[src/rtl/desynk_pkg.sv]
// rtl/desynk_pkg.sv - shared types and defaults for divided-clock monitoring
package desynk_pkg;

    localparam int DEF_CNT_W      = 8;
    localparam int DEF_LOCK_COUNT = 4;

    typedef enum logic [0:0] {
        MON_WAIT_EDGE = 1'b0,
        MON_MEASURE   = 1'b1
    } mon_state_e;

endpackage

[src/rtl/clk_edge_detect.sv]
// rtl/clk_edge_detect.sv - one-cycle rise/fall strobes for a signal sampled as data
module clk_edge_detect (
    input  logic i_clk,
    input  logic i_rst_n,
    input  logic i_sig,
    output logic o_rise,
    output logic o_fall
);

    logic r_prev;

    // Previous sample; cleared on reset so a high level right after reset reads as a rise.
    always_ff @(posedge i_clk) begin
        if (!i_rst_n) begin
            r_prev <= 1'b0;
        end else begin
            r_prev <= i_sig;
        end
    end

    assign o_rise = i_sig & ~r_prev;
    assign o_fall = ~i_sig & r_prev;

endmodule

[src/rtl/clk_div_monitor.sv]
// rtl/clk_div_monitor.sv - measures period/high-time of a divided clock and reports lock/errors
module clk_div_monitor
    import desynk_pkg::*;
#(
    parameter int CNT_W      = DEF_CNT_W,
    parameter int LOCK_COUNT = DEF_LOCK_COUNT
) (
    input  logic             clk_i,
    input  logic             rst,
    input  logic             div_clk_i,
    input  logic [CNT_W-1:0] exp_period_i,
    input  logic [CNT_W-1:0] exp_high_i,
    input  logic             err_clr_i,
    output logic [CNT_W-1:0] period_o,
    output logic [CNT_W-1:0] high_o,
    output logic             meas_valid_o,
    output logic             locked_o,
    output logic             err_o,
    output logic             stall_o
);

    localparam logic [CNT_W-1:0] CNT_MAX   = '1;
    localparam int               LC_W      = $clog2(LOCK_COUNT + 1);
    localparam logic [LC_W-1:0]  LC_TARGET = LC_W'(LOCK_COUNT);

    mon_state_e       r_state;
    mon_state_e       w_next_state;

    logic [CNT_W-1:0] r_cnt;
    logic [CNT_W-1:0] r_hcnt;
    logic [CNT_W-1:0] r_period;
    logic [CNT_W-1:0] r_high;
    logic             r_meas_valid;
    logic             r_locked;
    logic             r_err;
    logic             r_stall;
    logic [LC_W-1:0]  r_lock_cnt;

    logic             w_rise;
    logic             w_fall_unused;
    logic             w_measuring;
    logic             w_meas;
    logic             w_stall;
    logic             w_match;
    logic [LC_W-1:0]  w_lock_inc;

    clk_edge_detect u_edge (
        .i_clk   (clk_i),
        .i_rst_n (rst),
        .i_sig   (div_clk_i),
        .o_rise  (w_rise),
        .o_fall  (w_fall_unused)
    );

    assign w_measuring = (r_state == MON_MEASURE);
    assign w_meas      = w_measuring && w_rise;
    assign w_stall     = w_measuring && !w_rise && (r_cnt == CNT_MAX);
    assign w_match     = (r_cnt == exp_period_i) && (r_hcnt == exp_high_i);
    assign w_lock_inc  = (r_lock_cnt >= LC_TARGET) ? LC_TARGET : r_lock_cnt + LC_W'(1);

    // State register.
    always_ff @(posedge clk_i) begin
        if (!rst) begin
            r_state <= MON_WAIT_EDGE;
        end else begin
            r_state <= w_next_state;
        end
    end

    // Next state: start measuring on the first rise, fall back to waiting on a stall.
    always_comb begin
        w_next_state = r_state;
        case (r_state)
            MON_WAIT_EDGE: if (w_rise)  w_next_state = MON_MEASURE;
            MON_MEASURE:   if (w_stall) w_next_state = MON_WAIT_EDGE;
            default:       w_next_state = MON_WAIT_EDGE;
        endcase
    end

    // Period/high counters, measurement capture, lock tracking and sticky error flags.
    always_ff @(posedge clk_i) begin
        if (!rst) begin
            r_cnt        <= '0;
            r_hcnt       <= '0;
            r_period     <= '0;
            r_high       <= '0;
            r_meas_valid <= 1'b0;
            r_locked     <= 1'b0;
            r_err        <= 1'b0;
            r_stall      <= 1'b0;
            r_lock_cnt   <= '0;
        end else begin
            r_meas_valid <= 1'b0;

            if (!w_measuring) begin
                // The cycle of the first rise is the first cycle of the first measured period.
                if (w_rise) begin
                    r_cnt  <= CNT_W'(1);
                    r_hcnt <= CNT_W'(1);
                end
            end else if (w_rise) begin
                r_cnt        <= CNT_W'(1);
                r_hcnt       <= CNT_W'(1);
                r_period     <= r_cnt;
                r_high       <= r_hcnt;
                r_meas_valid <= 1'b1;
                if (w_match) begin
                    r_lock_cnt <= w_lock_inc;
                    r_locked   <= (w_lock_inc >= LC_TARGET);
                end else begin
                    r_lock_cnt <= '0;
                    r_locked   <= 1'b0;
                end
            end else if (w_stall) begin
                r_cnt      <= '0;
                r_hcnt     <= '0;
                r_lock_cnt <= '0;
                r_locked   <= 1'b0;
            end else begin
                // r_cnt is below CNT_MAX here (otherwise this is a stall), so no wrap.
                r_cnt <= r_cnt + CNT_W'(1);
                if (div_clk_i && (r_hcnt != CNT_MAX)) begin
                    r_hcnt <= r_hcnt + CNT_W'(1);
                end
            end

            // A new error in the same cycle as a clear keeps the flag set.
            if (w_stall || (w_meas && !w_match)) begin
                r_err <= 1'b1;
            end else if (err_clr_i) begin
                r_err <= 1'b0;
            end

            if (w_stall) begin
                r_stall <= 1'b1;
            end else if (err_clr_i) begin
                r_stall <= 1'b0;
            end
        end
    end

    assign period_o     = r_period;
    assign high_o       = r_high;
    assign meas_valid_o = r_meas_valid;
    assign locked_o     = r_locked;
    assign err_o        = r_err;
    assign stall_o      = r_stall;

endmodule

[config.mk]
export PLATFORM = sky130hd
export DESIGN_NAME = clk_div_monitor
export DESIGN_NICKNAME = d
export VERILOG_FILES = /design/src/rtl/desynk_pkg.sv /design/src/rtl/clk_edge_detect.sv /design/src/rtl/clk_div_monitor.sv
export SDC_FILE = /design/constraint.sdc
export NUM_CORES = 1
export LEC_CHECK = 0
export ABC_AREA = 1
export CAP_MARGIN = 20
export CORE_MARGIN = 3
export CORE_UTILIZATION = 50
export CTS_CLUSTER_SIZE = 10
export DETAILED_ROUTE_END_ITERATION = 10
export PLACE_DENSITY = 0.77
export SYNTH_ARGS = -nofsm -noshare
export SYNTH_HDL_FRONTEND = slang
export SYNTH_SLANG_ARGS = --single-unit
export TNS_END_PERCENT = 30
[constraint.sdc]
create_clock -name clk_i -period 2.3 [get_ports clk_i]
set_input_delay 0.69 -clock clk_i [delete_from_list [all_inputs] [get_ports clk_i]]
set_output_delay 0.69 -clock clk_i [all_outputs]
set_load 0.1 [all_outputs]
# [After elaboration in Yosys (flattened, before gate mapping)]
# Cells that the tools add are included.
[totals] out_inout_bits=20 in_bits=20 reg_bits=41 word_cells=62
[op_classes] eq_ne=4 bitwise_logic=3 mux=21 reduce_logical=18 add_sub_neg=3 magnitude_cmp=2
[ops] cell="$mux 8" n=8
[ops] cell="$add 8x1->8 const B" n=2
[ops] cell="$eq 8x8->1" n=2
[ops] cell="$mux 3" n=4
[ops] cell="$eq 8x8->1 const B" n=1
[ops] cell="$mux 1" n=8
[ops] cell="$ne 8x8->1 const B" n=1
[ops] cell="$reduce_and 2->1" n=4
[ops] cell="$reduce_bool 2->1" n=4
[ops] cell="$ge 3x3->1 const B" n=2
[ops] cell="$logic_and 1x1->1" n=6
[ops] cell="$add 3x1->3 const B" n=1
[ops] cell="$reduce_bool 3->1" n=1
[ops] cell="$logic_not 1->1" n=2
[ops] cell="$not 1->1" n=2
[ops] cell="$pmux 1 s2" n=1
[ops] cell="$and 1x1->1" n=1
[ops] cell="$logic_or 1x1->1" n=1

# [Logic depth before layout (Yosys ltp)]
[logic_depth] word_depth=8 mapped_depth=10 depth_no_buf=10

# [Cells and area by module]
# A second synthesis with hierarchy kept.
[unflattened] hier_cells=318 area_unflattened_um2=2104.5
[by_module_without_submodules] module="clk_div_monitor" instances=1 cells_per_inst=311 area_each_um2=2059.5
[by_module_without_submodules] module="clk_edge_detect" instances=1 cells_per_inst=7 area_each_um2=45.0

# [Least setup slack after synthesis]
# Ideal clock, no wire load.
[synth_timing] path_type="flip-flop to output port" from="reg r_locked, in the netlist locked_o" to="out locked_o" path_stages_with_launch=1 setup_slack_ns=0.653 arrival_ns=0.957 path_cell_list="dfxtp_1"
[synth_rtl] item="start, declared" line="clk_div_monitor.sv:34" source="logic r_locked;"
[synth_rtl] item="start signal, assigned" line="clk_div_monitor.sv:109" source="r_locked <= (w_lock_inc >= LC_TARGET);"
[synth_rtl] item="end, declared" line="clk_div_monitor.sv:17" source="output logic locked_o,"
# No word-level cell between the ends.

# [Worst setup path in the final report]
[layout_timing] from="in div_clk_i" to="reg r_hcnt[7]"
[layout_via] elab_chain_cells=7 word_cells_on_any_way=11
[layout_rtl] item="start, declared" line="clk_div_monitor.sv:10" source="input logic div_clk_i,"
[layout_rtl] item="$and 1x1->1" line="clk_edge_detect.sv:21" source="assign o_rise = i_sig & ~r_prev;"
[layout_rtl] item="$logic_not 1->1" line="clk_div_monitor.sv:57" source="assign w_stall = w_measuring && !w_rise && (r_cnt == CNT_MAX);"
[layout_rtl] item="$logic_and 1x1->1 (2 in series)" line="clk_div_monitor.sv:57"
[layout_rtl] item="$mux 8" line="clk_div_monitor.sv:114" source="end else if (w_stall) begin"
[layout_rtl] item="$mux 8" line="clk_div_monitor.sv:101" source="end else if (w_rise) begin"
[layout_rtl] item="$mux 8" line="clk_div_monitor.sv:95" source="if (!w_measuring) begin"
[layout_rtl] item="end signal, assigned" line="clk_div_monitor.sv:123" source="r_hcnt <= r_hcnt + CNT_W'(1);"
[layout_rtl] item="end, declared" line="clk_div_monitor.sv:30" source="logic [CNT_W-1:0] r_hcnt;"
# Parallel ways exist; a longest one is shown, timed or not.
# A chain may end at the register's enable or synchronous reset.

==> summary.md <==
| Metric | Value |
|---|---|
| I/O pins | `40` |
| Nets@finish | `around 390` |
| Starting Density | `54.5%` |
| Total track usage | `20.7%` |
| First-pass GRT wire length | `8360 um` |
| Fmax | `0.495 GHz` |
| Grt ovf | `0` |
| Outcome | `finished clean` |
| Cell with the most instances after synthesis | `nand2_1` |
| Setup bufs post-CTS | `0` |
| Inserted Diodes | `0` |
| Initial antenna violation count | `0` |
| CTS tree | `yes` |
| Max Cap Viol | `0` |
| Yosys warning count | `0` |
| Longest Clk Path Bufs | `2` |
| Min Tclk post-route | `2020 ps` |
| Hold Vio Cnt, Final | `0` |
| Max IR drop VDD | `0.351 mV` |
| Clk_skew | `5.47 ps` |
| Worst hold path class | `flop to flop` |
| Vias in the first global route | `approximately 1.9k` |
| Seq. cell area | `801 um2` |
| Vias/cell | `5.06` |
| Worst slew pin tran | `375 ps` |
| Die area | `4980 um2` |
| Clock latency on the worst-skew pair | `290 ps` |
| Leakage | `1.26 nW` |
| Power per cell area | `just under 600 nW/um2` |
| Fin crit share | `between 80% and 90%` |
| Finished Layout Cells | `416` |
| Gp weighted congestion | `around 0.85` |
| Startpoint Class | `input pin` |
| PortBufs | `39` |
| Synth top area cells | `dfxtp_1 38%, nand2_1 16%, inv_1 8.5%` |
| Die height | `70.6 um` |
| Yosys top cell area share | `38.4%` |
| CTS H-tree lvls | `2` |
| WS Path Type | `input pin to flop` |
| Number of routed nets with antenna violations | `0` |
| Gate Count Post-Synth | `320` |
| Slew Viols, Final | `0` |
| Crit path max fanout | `10` |
| CTS Root Cell | `clkbuf_8` |
| Commonest cells in the netlist | `90 x nand2_1, 47 x inv_1, 40 x dfxtp_1` |
| Yosys top cell by area | `dfxtp_1` |
| DRT iter0 DRCs | `131` |
| Clock transition at path regs | `80 ps` |
| Slew headroom | `74.8%` |
| Synth Cell Area | `2080 um2` |
| Top FF cell, synth | `dfxtp_1` |
| Row Count | `22` |
| Area occupied by multi-input gates | `1060 um2` |
| WL/cell | `between 10 and 15 um` |
| Async S/R FF share, synth | `0%` |
| Worst path required time | `between 2000 and 2500 ps` |
| TritonCTS buffer count | `5` |
| Synthesized area per cell | `6.51 um2` |
| Worst Setup End Kind | `flop` |
| Dpl hpwl | `3760 um` |
| Die width | `slightly above 70 um` |
| RSZ-0062 raised after global routing | `false` |
| Post-Route WL | `between 5000 and 6000 um` |
| Share of layout cells above drive strength 1 | `about an eighth` |
| Post-Place Cells | `408` |
| Final non-filler cell area | `2630 um2` |
| #FFs+latches synth | `40` |
| Post-synth EDFFs | `0` |
| Layout area overhead | `26.2%` |
| Register area share after synthesis | `38.4%` |
| Setup-failing EPs final | `0` |
| Drt drc | `0` |
| Placed cell areas | `2540 um2` |
| Largest net degree at the start of global routing | `29` |
| Layout fillers | `357` |
| Via count | `2104` |
| Critical Path AT | `2210 ps` |
| Post-Syn Nets | `between 300 and 400` |
| # hold bufs at CTS | `0` |
| Total clock sinks | `40` |
| PostCTS Resize Cnt | `0` |
| Core Box Area | `3830 um2` |
| TritonRoute pass-1 iters | `4` |
| Cell variety after synth | `31` |
[per-layer routing]
| layer | GRT usage (%) | part of all wire (%) | vias to the layer above |
|---|---|---|---|
| met5 | 0 | 0 | - |
| met4 | 6.89 | 2.2 | 0 |
| met3 | 5.68 | 5.4 | 10 |
| met2 | 34.5 | 47 | 56 |
| met1 | 26.0 | 45 | 937 |
| li1 | - | - | 1101 |
[per-stage QoR]
step	power, mW	utilization (%)	hold slack [ps]	TNS [ps]	setup slack (ps)
floorplan	0.970	-	460	0	653
global placement	1.07	66.4	454	0	45.2
detailed placement	1.07	66.4	460	-34.7	-17.5
CTS	1.55	68.7	473	0	283
global route	1.61	68.7	484	0	106
finish	1.54	68.7	467	0	279
[registers in the layout (all words and copies together) (netlist names)]
| name | cells |
|---|---|
| u_edge.r_prev | 1 |
| high_o | 8 |
| stall_o | 1 |
| meas_valid_o | 1 |
| r_hcnt | 8 |
| period_o | 8 |
| locked_o | 1 |
| r_state | 1 |
| r_cnt | 8 |
| r_lock_cnt | 2 |
| err_o | 1 |
[where the power goes]
group / internal (mW) / switching, mW / leakage (nW) / total [mW]
combinational: 0.104 / 0.214 / 0.887 / 0.319
clock: 0.245 / 0.237 / 0.0455 / 0.482
sequential: 0.718 / 0.0224 / 0.325 / 0.740
total: 1.07 / 0.474 / 1.26 / 1.54
[worst max-delay path, cell delays in order]
cell	delay [ps]
clkdlybuf4s50_1	500
inv_1	60
nor2_2	220
nor2_2	130
nand3_2	120
nand3_4	130
nand2_2	160
inv_2	60
nor2_1	90
nor2_1	50
[area by class of cell]
type | instances | share of cell area (%)
flip-flops and latches | 40 | 30.4
multi-input cells | 221 | 40.2
well taps | 48 | 2.28
inverters | 52 | 7.42
repair buffers | 47 | 16.2
clock buffers | 8 | 3.43
[layout by cell type (no fill, tap or decap), types with 2 or more instances in the layout]
cell | synthesis | layout
o21ai_0 | 22 | 22
buf_12 | 0 | 2
nand2_1 | 90 | 90
nand3_1 | 19 | 19
dfxtp_1 | 40 | 40
xor2_1 | 5 | 5
a21oi_1 | 23 | 23
buf_4 | 0 | 26
clkbuf_8 | 0 | 6
inv_1 | 47 | 47
nand4_1 | 3 | 3
nor2_1 | 36 | 36
o21ai_1 | 2 | 2
nor2_2 | 2 | 2
inv_2 | 5 | 5
clkbuf_1 | 3 | 2
clkdlybuf4s50_1 | 0 | 19
ha_1 | 4 | 4
[logic make-up after synthesis]
family | Yosys count | share of synthesized area, %
buffers and inverters | 59 | 10.8
AND/OR/NAND/NOR | 157 | 32.0
XOR/XNOR | 5 | 2.10
adder cells (fa/ha/maj) | 4 | 2.40
flip-flops | 40 | 38.4
AO/OA/AOI/OAI | 55 | 14.3
[path summary, 6_finish.rpt]
path         cells past startpoint  slack (ps)                     start                  endpoint
max                             10         280                 div_clk_i    r_hcnt[7]$_SDFFE_PN0P_
min                              2         470  period_o[1]$_SDFFE_PN0N_  period_o[1]$_SDFFE_PN0N_
max reg2reg                      8         530    r_hcnt[0]$_SDFFE_PN0P_    r_hcnt[7]$_SDFFE_PN0P_
min reg2reg                      2         470  period_o[1]$_SDFFE_PN0N_  period_o[1]$_SDFFE_PN0N_
No activity file was read; power rests on OpenSTA's default activity.
